**config.mk**
```make
export PLATFORM = sky130hd
export DESIGN_NAME = result_uart_tx_flat
export DESIGN_NICKNAME = d
export VERILOG_FILES = /design/src/rtl/calc_pkg.sv /design/src/rtl/result_uart_tx_if.sv /design/src/rtl/bin2bcd_seq.sv /design/src/rtl/result_uart_tx.sv /design/src/flat_wrapper.sv
export SDC_FILE = /design/constraint.sdc
export NUM_CORES = 1
export LEC_CHECK = 0
export CELL_PAD_IN_SITES_DETAIL_PLACEMENT = 1
export CELL_PAD_IN_SITES_GLOBAL_PLACEMENT = 1
export CORE_AREA = 2 2 110 112
export DETAILED_ROUTE_END_ITERATION = 10
export DIE_AREA = 0 0 112 114
export PLACE_DENSITY = 0.92
export RECOVER_POWER = 50
export SYNTH_ARGS = -nofsm -noshare
export SYNTH_HDL_FRONTEND = slang
export SYNTH_HIERARCHICAL = 1
export SYNTH_SLANG_ARGS = --single-unit
```
**constraint.sdc**
```tcl
create_clock -name hwclk -period 7.5 [get_ports hwclk]
set_input_delay 1.5 -clock hwclk [delete_from_list [all_inputs] [get_ports hwclk]]
set_output_delay 1.5 -clock hwclk [all_outputs]
set_load 0.02 [all_outputs]
```
**src/rtl/calc_pkg.sv**
```systemverilog
// Shared types and constants for the calculator result path: transmit FSM
// states, ASCII codes, result width and the double-dabble step helper.
package calc_pkg;

   localparam int RESULT_W = 9;
   localparam int BCD_W    = 12;

   localparam logic [7:0] ASCII_ZERO  = 8'h30;
   localparam logic [7:0] ASCII_MINUS = 8'h2D;
   localparam logic [7:0] ASCII_CR    = 8'h0D;
   localparam logic [7:0] ASCII_LF    = 8'h0A;
   localparam logic [7:0] ASCII_SPACE = 8'h20;

   typedef enum logic [1:0] {
      ST_IDLE    = 2'd0,
      ST_CONVERT = 2'd1,
      ST_SEND    = 2'd2,
      ST_DONE    = 2'd3
   } tx_state_t;

   // One double-dabble iteration: add 3 to every BCD digit >= 5, then shift
   // the combined {bcd, bin} register left by one bit.
   function automatic logic [BCD_W+RESULT_W-1:0] dabble_step(
      input logic [BCD_W-1:0]    bcd,
      input logic [RESULT_W-1:0] bin
   );
      logic [BCD_W-1:0] adj;
      adj = bcd;
      for (int d = 0; d < 3; d++) begin
         if (adj[4*d +: 4] >= 4'd5) adj[4*d +: 4] = adj[4*d +: 4] + 4'd3;
      end
      return {adj, bin} << 1;
   endfunction

endpackage

```
**src/rtl/result_uart_tx_if.sv**
```systemverilog
// Result capture and UART byte bus between the calculator core and the
// serializer. Master = result producer / UART side, slave = result_uart_tx.
//
// Handshakes:
//  - result_ready is a one-cycle strobe; result/sign are valid only in that
//    cycle. A strobe while busy is not accepted and answered with dropped.
//  - txdata is valid only in cycles where txclk = 1; txclk is issued only on
//    an edge where txready = 1 and txclk was 0, and is always a single cycle.
interface result_uart_tx_if;
   import calc_pkg::*;

   logic                result_ready;
   logic [RESULT_W-1:0] result;
   logic                sign;
   logic                txready;
   logic [7:0]          txdata;
   logic                txclk;
   logic                busy;
   logic                dropped;
   tx_state_t           state_dbg;

   modport master (
      output result_ready, result, sign, txready,
      input  txdata, txclk, busy, dropped, state_dbg
   );

   modport slave (
      input  result_ready, result, sign, txready,
      output txdata, txclk, busy, dropped, state_dbg
   );

endinterface

```
**src/rtl/bin2bcd_seq.sv**
```systemverilog
// Sequential 9-bit binary to 3-digit BCD converter (double dabble).
// The first shift happens on the start edge, the remaining eight on the
// following edges; done is a registered pulse in the cycle after the last
// shift, with the digits already stable.
module bin2bcd_seq
   import calc_pkg::*;
(
   input  logic                clk,
   input  logic                rst,
   input  logic                start,
   input  logic [RESULT_W-1:0] bin,
   output logic                done,
   output logic [3:0]          hundreds,
   output logic [3:0]          tens,
   output logic [3:0]          ones
);

   logic [RESULT_W-1:0]       bin_q, bin_d;
   logic [BCD_W-1:0]          bcd_q, bcd_d;
   logic [3:0]                cnt_q, cnt_d;
   logic                      done_q, done_d;
   logic [BCD_W+RESULT_W-1:0] step_w;

   // Next converter state: load-and-shift on start, then shift until the count expires.
   always_comb begin
      bin_d  = bin_q;
      bcd_d  = bcd_q;
      cnt_d  = cnt_q;
      done_d = 1'b0;
      step_w = start ? dabble_step({BCD_W{1'b0}}, bin) : dabble_step(bcd_q, bin_q);
      if (start) begin
         {bcd_d, bin_d} = step_w;
         cnt_d          = 4'(RESULT_W - 1);
      end else if (cnt_q != 4'd0) begin
         {bcd_d, bin_d} = step_w;
         cnt_d          = cnt_q - 4'd1;
         done_d         = (cnt_q == 4'd1);
      end
   end

   // Converter registers.
   always_ff @(posedge clk or posedge rst) begin
      if (rst) begin
         bin_q  <= '0;
         bcd_q  <= '0;
         cnt_q  <= '0;
         done_q <= 1'b0;
      end else begin
         bin_q  <= bin_d;
         bcd_q  <= bcd_d;
         cnt_q  <= cnt_d;
         done_q <= done_d;
      end
   end

   assign done     = done_q;
   assign hundreds = bcd_q[11:8];
   assign tens     = bcd_q[7:4];
   assign ones     = bcd_q[3:0];

endmodule

```
**src/rtl/result_uart_tx.sv**
```systemverilog
// Captures a signed calculator result, converts it to decimal ASCII with
// leading-zero suppression and an optional '-' prefix, and streams the bytes
// over the txdata/txclk/txready UART handshake.
// Build option RESULT_UART_TX_CRLF_EN: frames end with CR LF when defined,
// with a single space otherwise.
module result_uart_tx
   import calc_pkg::*;
(
   input  logic       hwclk,
   input  logic       reset,
   result_uart_tx_if.slave bus
);

   tx_state_t  state_q, state_d;
   logic       sign_q, sign_d;
   logic       busy_q, busy_d;
   logic       dropped_q, dropped_d;
   logic       txclk_q, txclk_d;
   logic [7:0] txdata_q, txdata_d;
   logic [2:0] ptr_q, ptr_d;
   logic [2:0] len_q, len_d;
   logic [7:0] byte_q [8];
   logic [7:0] byte_d [8];
   logic [2:0] n;

   logic       conv_start;
   logic       conv_done;
   logic [3:0] bcd_h, bcd_t, bcd_o;

   assign conv_start = (state_q == ST_IDLE) && bus.result_ready;

   bin2bcd_seq u_bcd (
      .clk      (hwclk),
      .rst      (reset),
      .start    (conv_start),
      .bin      (bus.result),
      .done     (conv_done),
      .hundreds (bcd_h),
      .tens     (bcd_t),
      .ones     (bcd_o)
   );

   // Frame FSM: capture, wait for the converter, build the byte list, send it.
   always_comb begin
      state_d   = state_q;
      sign_d    = sign_q;
      busy_d    = busy_q;
      txclk_d   = 1'b0;
      txdata_d  = txdata_q;
      ptr_d     = ptr_q;
      len_d     = len_q;
      byte_d    = byte_q;
      n         = 3'd0;
      // Any strobe that arrives while a frame is in flight is discarded.
      dropped_d = bus.result_ready && busy_q;
      case (state_q)
         ST_IDLE: begin
            if (bus.result_ready) begin
               sign_d  = bus.sign;
               busy_d  = 1'b1;
               ptr_d   = 3'd0;
               state_d = ST_CONVERT;
            end
         end
         ST_CONVERT: begin
            if (conv_done) begin
               if (sign_q) begin
                  byte_d[n] = ASCII_MINUS;
                  n = n + 3'd1;
               end
               if (bcd_h != 4'd0) begin
                  byte_d[n] = ASCII_ZERO + {4'd0, bcd_h};
                  n = n + 3'd1;
               end
               if ((bcd_h != 4'd0) || (bcd_t != 4'd0)) begin
                  byte_d[n] = ASCII_ZERO + {4'd0, bcd_t};
                  n = n + 3'd1;
               end
               byte_d[n] = ASCII_ZERO + {4'd0, bcd_o};
               n = n + 3'd1;
`ifdef RESULT_UART_TX_CRLF_EN
               byte_d[n] = ASCII_CR;
               n = n + 3'd1;
               byte_d[n] = ASCII_LF;
               n = n + 3'd1;
`else
               byte_d[n] = ASCII_SPACE;
               n = n + 3'd1;
`endif
               len_d   = n;
               state_d = ST_SEND;
            end
         end
         ST_SEND: begin
            // txclk is forced low for a cycle after every strobe.
            if (!txclk_q && bus.txready) begin
               txdata_d = byte_q[ptr_q];
               txclk_d  = 1'b1;
               ptr_d    = ptr_q + 3'd1;
               if (ptr_q == len_q - 3'd1) state_d = ST_DONE;
            end
         end
         ST_DONE: begin
            busy_d  = 1'b0;
            state_d = ST_IDLE;
         end
         default: state_d = ST_IDLE;
      endcase
   end

   // State and output registers.
   always_ff @(posedge hwclk or posedge reset) begin
      if (reset) begin
         state_q   <= ST_IDLE;
         sign_q    <= 1'b0;
         busy_q    <= 1'b0;
         dropped_q <= 1'b0;
         txclk_q   <= 1'b0;
         txdata_q  <= 8'h00;
         ptr_q     <= 3'd0;
         len_q     <= 3'd0;
         for (int i = 0; i < 8; i++) byte_q[i] <= 8'h00;
      end else begin
         state_q   <= state_d;
         sign_q    <= sign_d;
         busy_q    <= busy_d;
         dropped_q <= dropped_d;
         txclk_q   <= txclk_d;
         txdata_q  <= txdata_d;
         ptr_q     <= ptr_d;
         len_q     <= len_d;
         byte_q    <= byte_d;
      end
   end

   assign bus.txdata    = txdata_q;
   assign bus.txclk     = txclk_q;
   assign bus.busy      = busy_q;
   assign bus.dropped   = dropped_q;
   assign bus.state_dbg = state_q;

endmodule
```
**src/flat_wrapper.sv**
```systemverilog
// flat-port wrapper written by rule: the top's interface ports become plain ports
module result_uart_tx_flat import calc_pkg::*;
  (hwclk, reset, bus_result_ready, bus_result, bus_sign, bus_txready, bus_txdata, bus_txclk, bus_busy, bus_dropped, bus_state_dbg);
  result_uart_tx_if bus_i ();
  input  logic hwclk;
  input  logic reset;
  input wire logic [$bits(bus_i.result_ready)-1:0] bus_result_ready;
  input wire logic [$bits(bus_i.result)-1:0] bus_result;
  input wire logic [$bits(bus_i.sign)-1:0] bus_sign;
  input wire logic [$bits(bus_i.txready)-1:0] bus_txready;
  output wire logic [$bits(bus_i.txdata)-1:0] bus_txdata;
  output wire logic [$bits(bus_i.txclk)-1:0] bus_txclk;
  output wire logic [$bits(bus_i.busy)-1:0] bus_busy;
  output wire logic [$bits(bus_i.dropped)-1:0] bus_dropped;
  output wire logic [$bits(bus_i.state_dbg)-1:0] bus_state_dbg;
  assign bus_i.result_ready = bus_result_ready;
  assign bus_i.result = bus_result;
  assign bus_i.sign = bus_sign;
  assign bus_i.txready = bus_txready;
  assign bus_txdata = bus_i.txdata;
  assign bus_txclk = bus_i.txclk;
  assign bus_busy = bus_i.busy;
  assign bus_dropped = bus_i.dropped;
  assign bus_state_dbg = bus_i.state_dbg;
  result_uart_tx u_core (.hwclk(hwclk), .reset(reset), .bus(bus_i));
endmodule
```
==> results.tsv <==
metric	value	unit
CTS sink count	109	
reg-to-reg startpoint	u_core/u_bcd/bcd_q[8]	
hold_sp	u_core/byte_q[21]	
Worst setup SP type	flop	
placed cell count	721	
Antenna Cells	0	
Synth area leader	dfrtp_1	
die width	112	um
Max Buffers Root-to-Sink	2	
TritonCTS Buffers	9	
IO Count	27	
total track usage	25.68	%
clock latency on the worst-skew pair	360	ps
layout cells sized above 1	8.644	%
Seq/Total Area, Yosys	45.96	%
max incr delay on CP	750	ps
GPL Wtd Cong	0.8753	
Synth Flop Type	dfrtp_1	
Starting Density	50.67	%
hold path cells	1	
MaxCap Viol Count	0	
Clk Tree Root Cell	clkbuf_16	
die height	114	um
final core utilization	55.60	%
syn_area_per_cell	10.23	sq um
drt total wl	15570	um
Period Utilization, post-route	55.19	%
Yosys reg bits	109	
reg-to-reg endpoint	u_core/byte_q[8]	
CTS tree	done	
hold-fix buffers at CTS	0	
Critical Path Sink Type	flop	
path type of the worst min-delay path	reg -> reg	
DRC	0	
largest net degree at the start of global routing	85	
Max Slew Vio Count	0	
initial antenna violation count	0	
setup tns final	0	ps
vias per inst	6.316	
Initial DRC Count	358	
post-synth top area share	45.96	%
Syn Inst Count	580	
DRT Pass-1 Iters	5	
hold path endpoint	u_core/byte_q[21]	
Final Cell Area	0.006511	sq mm
Buf+Inv Stages, Crit Path	2	
Worst Path Arrival	4370	ps
Slowest cell on crit path	or4_1	
H-tree Lvls	3	
worst vdd ir	0.2687	mV
DR WL/cell	21.12	um
sequence of cells on the critical path	or4_1 > inv_1 > nand2_1 > inv_1 > fa_1 > nor2b_1 > nor3b_1 > o21ai_1 > a22o_1	
Setup CP Type	reg -> reg	
cell family with most CP delay	simple AND/OR/NAND/NOR gates	
clk slew on worst S/H paths	70	ps
mapped cell area	0.005934	sq mm
Tightest Pin Transition	1471	ps
Layout Cells excl Fill	737	
Fmax	241.6	MHz
number of global-route vias before repair	4991	
status	finished, final reports clean	
Worst EP required	7730	ps
buffers inserted by post-CTS timing repair	0	
grt ovf	0	
first-pass GRT wire length	25610	um
layout net count	620	
PwrDens	427.2	mW/mm^2
cts repair resizes	0	
Mapped Nets	615	
Rows	40	
final setup fails	0	
ys async rst share	100.0	%
worst-path fanout max	16	
Static Leak	2.834	nW
Detail Placement HPWL	10700	um
top post-synthesis cells by area	dfrtp_1 46%, mux4_2 6.1%, o21ai_0 4.7%	
Worst Skew	9.017	ps
DIE AREA	0.01277	sq mm
core area	0.01171	sq mm
port bufs	26	
RSZ-0062 raised after global routing	false	
area delta synth->final	9.719	%
Tmin final	4140	ps
reg2reg setup slack	3360	ps
Synth warnings	6	
area post-placement	0.006227	sq mm
final number of hold-violating endpoints	0	
fillcell total	1295	
ANT nets after route	0	
most frequent CP cell	inv_1	
Vias	4655	
Post-synth EDFFs	0	
unique cell type count in the Yosys netlist	61	
Reg2Reg Depth	9	
Slew headroom	1.894	%
==> cell usage in the layout, fill, tap and decap left out, drive strengths merged, types with 15 or more instances in the layout <==
cell | Yosys | routed
mux2i | 16 | 16
dfrtp | 109 | 109
a21oi | 22 | 22
inv | 29 | 28
ha | 20 | 20
nor2b | 15 | 15
mux4 | 16 | 16
or3 | 15 | 15
o21ai | 59 | 59
and2 | 23 | 23
nand2 | 65 | 65
clkdlybuf4s50 | 0 | 24
==> per-layer routing <==
layer	vias to the layer above	routed length, um	global-route usage (%)
met3	61	733	7.014
met2	148	7937	44.97
met1	2354	6231	29.24
met4	0	662	12.44
li1	2092	-	-
met5	-	0	0
==> area by class of cell <==
class	count	area [sq um]	share of cell area (%)
Multi-Input combinational cell	407	2919	44.83
Sequential cell	109	2728	41.89
Timing Repair Buffer	29	282.8	4.343
Clock buffer	11	252.7	3.882
Tap cell	147	183.9	2.825
Inverter	29	110.1	1.691
Clock inverter	5	35.03	0.5380
==> power by group <==
group          total, mW  internal, mW  switching, mW  leakage (nW)
logic               1.36         0.567          0.792          1.23
clock network      0.457         0.243          0.214         0.141
registers          0.965         0.746          0.220          1.46
total               2.78          1.56           1.23          2.83
==> synthesized netlist by cell type (all sizes together), types with 5 or more instances <==
master / instances
a21oi: 22
a22o: 10
a22oi: 9
and2: 23
buf: 13
clkbuf: 22
dfrtp: 109
ha: 20
inv: 29
mux2i: 16
mux4: 16
nand2: 65
nand2b: 13
nand3: 7
nor2: 14
nor2b: 15
nor3: 12
nor3b: 7
o2111ai: 6
o211ai: 8
o21a: 5
o21ai: 59
o31ai: 8
or3: 15
==> worst max path at each step <==
stage | slack (ps) | end | start | cells after the start
final | 3360 | u_core/byte_q[8] | u_core/u_bcd/bcd_q[8] | 9
after floorplan | 3830 | u_core/bus.busy | reset | 1
after CTS | 3640 | u_core/byte_q[8] | u_core/u_bcd/bcd_q[8] | 9
after detailed placement | 3690 | u_core/byte_q[55] | u_core/u_bcd/bcd_q[8] | 9
after global routing | 3150 | u_core/byte_q[7] | u_core/u_bcd/bcd_q[8] | 8
after global placement | 3920 | u_core/u_bcd/bcd_q[10] | bus_result_ready | 6
==> sequential cells by signal (all words and copies together), names as in the netlist <==
name,count
u_core/bus.txclk,1
u_core/u_bcd/bcd_q,12
u_core/bus.txdata,8
u_core/u_bcd/bin_q,8
u_core/byte_q,64
u_core/sign_q,1
u_core/bus.busy,1
u_core/len_q,3
u_core/bus.dropped,1
u_core/ptr_q,3
u_core/u_bcd/cnt_q,4
u_core/bus.state_dbg,2
u_core/u_bcd/done,1
==> kinds of logic (layout without fill, tap and decap cells) <==
family / count (synthesis) / after routing / share of synthesized area (%)
AND/OR/NAND/NOR: 186 / 186 / 16.51
AO/OA/AOI/OAI: 160 / 160 / 18.15
flip-flops: 109 / 109 / 45.96
buffers and inverters: 64 / 74 / 4.786
multiplexers: 34 / 34 / 9.150
adder cells (fa/ha/maj): 21 / 21 / 4.554
XOR/XNOR: 6 / 6 / 0.8857
==> per-stage QoR <==
stage               hold WS (ps)  setup WS, ps  total power, mW
floorplan                  428.7          3835            1.959
global placement           443.7          3918            2.196
detailed placement         457.1          3689            2.312
CTS                        477.1          3642            2.787
global route               494.4          3146            2.975
finish                     477.5          3360            2.782
Note: power is estimated with default switching activity, not from simulation.
